### config.mk
export PLATFORM = sky130hd
export DESIGN_NAME = word_narrow_32_16
export DESIGN_NICKNAME = d
export VERILOG_FILES = /design/src/rtl/word_narrow_32_16.sv
export SDC_FILE = /design/constraint.sdc
export NUM_CORES = 1
export LEC_CHECK = 0
export CAP_MARGIN = 0
export CORE_ASPECT_RATIO = 1.5
export CORE_MARGIN = 2
export CORE_UTILIZATION = 48
export DETAILED_ROUTE_END_ITERATION = 8
export GPL_ROUTABILITY_DRIVEN = 1
export GPL_TIMING_DRIVEN = 0
export PLACE_DENSITY_LB_ADDON = 0.12
export SETUP_SLACK_MARGIN = 0.5
export SYNTH_ARGS = -nofsm -noshare
export SYNTH_HDL_FRONTEND = slang
export SYNTH_SLANG_ARGS = --single-unit
### constraint.sdc
create_clock -name clk -period 2.4 [get_ports clk]
set_input_delay 0.6 -clock clk [delete_from_list [all_inputs] [get_ports clk]]
set_output_delay 0.6 -clock clk [all_outputs]
set_load 0.05 [all_outputs]
### src/rtl/word_narrow_32_16.sv
// word_narrow_32_16: splits 32-bit words into 16-bit halfword beats.
// A word whose upper half is zero can be sent as a single beat, marked
// with out_ext, and each such beat is counted in skip_cnt.
//
// Handshake (both ports): a transfer happens on a rising clock edge where
// valid and ready are both high. A valid source holds its data stable and
// keeps valid high until that transfer. in_ready is combinational: when the
// last beat of a word completes, a new word can be accepted in the same
// cycle, so back-to-back words have no bubble between them.
module word_narrow_32_16 #(
    parameter bit SKIP_ZERO_HI = 1'b1,
    parameter bit HI_FIRST     = 1'b0,
    parameter int CNT_W        = 16
) (
    input  logic             clk,
    input  logic             rst_n,
    input  logic             in_valid,
    output logic             in_ready,
    input  logic [31:0]      in_data,
    output logic             out_valid,
    input  logic             out_ready,
    output logic [15:0]      out_data,
    output logic             out_last,
    output logic             out_ext,
    input  logic             skip_clr,
    output logic [CNT_W-1:0] skip_cnt
);

    typedef enum logic [1:0] {
        IDLE   = 2'd0,
        FIRST  = 2'd1,
        SECOND = 2'd2
    } state_t;

    state_t      state;
    state_t      state_nxt;
    logic [31:0] word;
    logic        cmp;
    logic        fire;
    logic        accept;

    // Compression is decided from the registered word, so it stays stable
    // for as long as the beat is stalled.
    assign cmp = SKIP_ZERO_HI && (word[31:16] == 16'h0000);

    // Beat outputs are a pure function of the state and the held word.
    always_comb begin
        out_valid = 1'b0;
        out_data  = 16'h0000;
        out_last  = 1'b0;
        out_ext   = 1'b0;
        case (state)
            FIRST: begin
                out_valid = 1'b1;
                if (cmp) begin
                    out_data = word[15:0];
                    out_last = 1'b1;
                    out_ext  = 1'b1;
                end else begin
                    out_data = HI_FIRST ? word[31:16] : word[15:0];
                end
            end
            SECOND: begin
                out_valid = 1'b1;
                out_data  = HI_FIRST ? word[15:0] : word[31:16];
                out_last  = 1'b1;
            end
            default: ;
        endcase
    end

    assign fire     = out_valid & out_ready;
    assign in_ready = (state == IDLE) | (fire & out_last);
    assign accept   = in_valid & in_ready;

    // Next state: move only on a completed beat; a finished word is
    // immediately replaced by a newly accepted one if there is one.
    always_comb begin
        state_nxt = state;
        case (state)
            IDLE: begin
                if (accept) state_nxt = FIRST;
            end
            FIRST: begin
                if (fire) begin
                    if (!out_last) state_nxt = SECOND;
                    else           state_nxt = accept ? FIRST : IDLE;
                end
            end
            SECOND: begin
                if (fire) state_nxt = accept ? FIRST : IDLE;
            end
            default: state_nxt = IDLE;
        endcase
    end

    // State register; reset drops any half-sent word.
    always_ff @(posedge clk or negedge rst_n) begin
        if (!rst_n) state <= IDLE;
        else        state <= state_nxt;
    end

    // Word register loads only on accept, so in_data is ignored otherwise.
    always_ff @(posedge clk or negedge rst_n) begin
        if (!rst_n)      word <= 32'h0;
        else if (accept) word <= in_data;
    end

    // Compressed-word counter: clear wins over increment, saturates at all-ones.
    always_ff @(posedge clk or negedge rst_n) begin
        if (!rst_n)
            skip_cnt <= '0;
        else if (skip_clr)
            skip_cnt <= '0;
        else if (fire && out_ext && (skip_cnt != {CNT_W{1'b1}}))
            skip_cnt <= skip_cnt + CNT_W'(1);
    end

endmodule

==> results.cfg <==
[critical_path]
crit_chain = inv_2, ha_4, nor4b_4, nand4_1, nor4_4, nor2_2, o21bai_4, buf_8
critical_path.top_delay_family = simple AND/OR/NAND/NOR gates
crit_slowest_cell = dfrtp_1
r2r_setup_slack_ns = -0.19
critPathMaxFanout = 3
cp-endpoint = in_ready
crit_cells = 8
crit_arrival_ns = 2.10
cp-end-kind = output port
crit_path_start_kind = register
required_ns = 1.80
critPathKind = reg -> out
r2r_cells = 11
crit_path_max_incr_delay_ns = 0.44
reg2reg_from = state[1]$_DFFE_PN0P_
crit_buf_inv = 2
cp-startpoint = state[1]$_DFFE_PN0P_
rr_endpoint = skip_cnt[14]$_DFFE_PN0P_

[detailed_routing]
num_vias = 2715
initialDrtViolationCount = 205
drc = 0
ant_nets = 0
wl_mm = 11.11
firstDrtPassIters = 5
viasPerCell = 6.434
wl_per_cell_um = 26.33

[pwr]
max-vdd-ir-drop_v = 0.0005851
p_leak_nw = 1.987
p_per_area_nw_per_um2 = 1393

[sta]
period_minus_slack_ns = 2.705
max_freq_ghz = 0.3697
hold_viol_final = 0
skew_ns = 0.01592
drv_slew = 0
period_share = 1.127
setup_viol = 35
rsz0062_at_grt = yes
setup_ws_ns = -0.3049
worstMarginPinSlew_ns = 0.6309
maxSlewHeadroom = 0.5794

[cts]
cts_tree = yes
htreeDepth = 2
cts_sinks = 50
cts_buffers = 5
ctsHoldBuffers = 0
clk_pin_slew_ns = 0.10
clock_latency_ns = 0.31
cts_root_buf = clkbuf_8
cts_buffer_depth = 2

[layout]
final_common_cell = dfrtp_1
finalNetCount = 396
final_cell_area_um2 = 4568
drive_above_1_share = 0.5113
syn_to_final_growth_pct = 74.94
final_cell_mix = 48 x dfrtp_1, 34 x clkdlybuf4s50_1, 32 x buf_6, 32 x mux2_4, 16 x nor2b_4
diodes = 0
fillers = 238
final_core_util = 0.8776

[job]
drv_cap = 0

[synth]
seq_area_frac_synth = 0.4792
synthCells = 245
avgSynthCellArea_um2 = 10.66
netlist_area_um2 = 2611
synth_edf_count = 0
yosysWarnings = 0
synth-main-ff-cell = dfrtp_1
yosys.cell_types.count = 39
ys_async_sr_fraction = 1.000
synth-seq-cells = 50
syn-num-nets = 287

[floorplan]
die_x_um = 64.22
die_y_um = 94.34
coreArea_um2 = 5205
ios = 73
start_util = 0.5017
num_rows = 32
dieArea_um2 = 6058

[placement]
place_area_um2 = 3515
dpl.hpwl_mm = 5.034
gp_routability_congestion = 0.8665
placement.io_buffers = 71
pre_cts_ws_ns = -0.9295

[global_route]
grtUsageTotal = 0.3096
grt_pass1_vias = 2668
grt_pass1_wl_mm = 14.17
antenna_found_initial = 0
grt_max_degree = 36
overflow = 0

[worst_hold_path]
hp-class = in -> async

[outcome]
status = finished, violations left
failed_checks = negative setup slack
==> worst min path at each step <==
stage / startpoint / to
after floorplan: rst_n / skip_cnt[0]$_DFFE_PN0P_
after global placement: word[4]$_DFFE_PN0N_ / word[4]$_DFFE_PN0N_
after detailed placement: word[1]$_DFFE_PN0N_ / word[1]$_DFFE_PN0N_
after CTS: rst_n / word[14]$_DFFE_PN0N_
after global routing: rst_n / word[31]$_DFFE_PN0N_
final: rst_n / word[14]$_DFFE_PN0N_
==> where the power goes <==
group	total [mW]	internal (mW)	switching, mW
clock	0.624	0.334	0.290
combinational	4.15	2.19	1.96
sequential	1.59	1.14	0.447
total	6.36	3.66	2.70
==> area by class of cell <==
| cell class | count | area [um2] | share of cell area |
|---|---|---|---|
| timing repair buffer | 102 | 1077 | 0.2358 |
| buffer | 15 | 198.9 | 0.04355 |
| multi-input combinational | 174 | 1818 | 0.3980 |
| clock buffer | 6 | 82.58 | 0.01808 |
| tap | 68 | 85.08 | 0.01863 |
| inverter | 6 | 22.52 | 0.004930 |
| clock inverter | 1 | 30.03 | 0.006574 |
| sequential | 50 | 1254 | 0.2744 |
==> worst reg2reg max path: cells and delay by family, from the launching register on <==
| kind | cells | cell delay, ns |
|---|---|---|
| DFF | 1 | 0.42 |
| adders and majority gates | 1 | 0.28 |
| AOI/OAI and AO/OA | 2 | 0.66 |
| and+or+nand+nor | 2 | 0.37 |
| buffers and inverters | 6 | 0.75 |
==> flip-flops by register name, summed over array words and instances, names as in the netlist <==
register and count:
word 32, skip_cnt 16, state 2
==> cell usage after synthesis, types with 6 or more instances <==
cell type	count	area, um2
nand2_1	7	26.28
clkbuf_1	7	26.28
or3_1	12	75.07
nor2b_1	17	106.4
a22oi_1	16	120.1
inv_1	6	22.52
mux2_2	24	270.3
o21ai_1	6	30.03
nand3_1	13	65.06
nor4_1	6	37.54
dfrtp_1	50	1251
a21oi_1	14	70.07
nor2_1	11	41.29
mux2_1	9	101.4
==> metrics by stage <==
stage	setup TNS [ns]	cells	total power, mW	hold slack (ns)
after global routing	-4.945	422	6.514	0.2353
after detailed placement	-14.25	385	3.715	0.4867
final	-4.646	422	6.364	0.2035
after floorplan	-2.971	245	3.028	0.3044
after global placement	-50.91	384	3.654	0.4769
after CTS	-0.3900	413	5.508	0.2076
==> metal layers <==
metal / wire length [um] / GRT usage / vias to the layer above
met5: 0 / 0 / -
met4: 708 / 0.1755 / 0
met3: 772 / 0.05006 / 68
met2: 5705 / 0.5608 / 209
met1: 3923 / 0.3398 / 1324
li1: - / - / 1114
==> repair_timing <==
action                                  4_1_cts  5_1_grt
setup buffers                                15        8
pin swaps                                    14       27
endpoints found under the hold margin         0        0
gates cloned                                  6        1
gates resized for setup                     270       72
endpoints found under the setup margin       86       81
==> kinds of logic after synthesis <==
logic type | Yosys count | synth area share
adder cells (fa/ha/maj) | 5 | 0.02396
AO/OA/AOI/OAI | 51 | 0.1270
flip-flops | 50 | 0.4792
multiplexers | 35 | 0.1500
buffers and inverters | 21 | 0.03546
AND/OR/NAND/NOR | 82 | 0.1811
XOR/XNOR | 1 | 0.003355
Power figures use the tool's default switching activity.
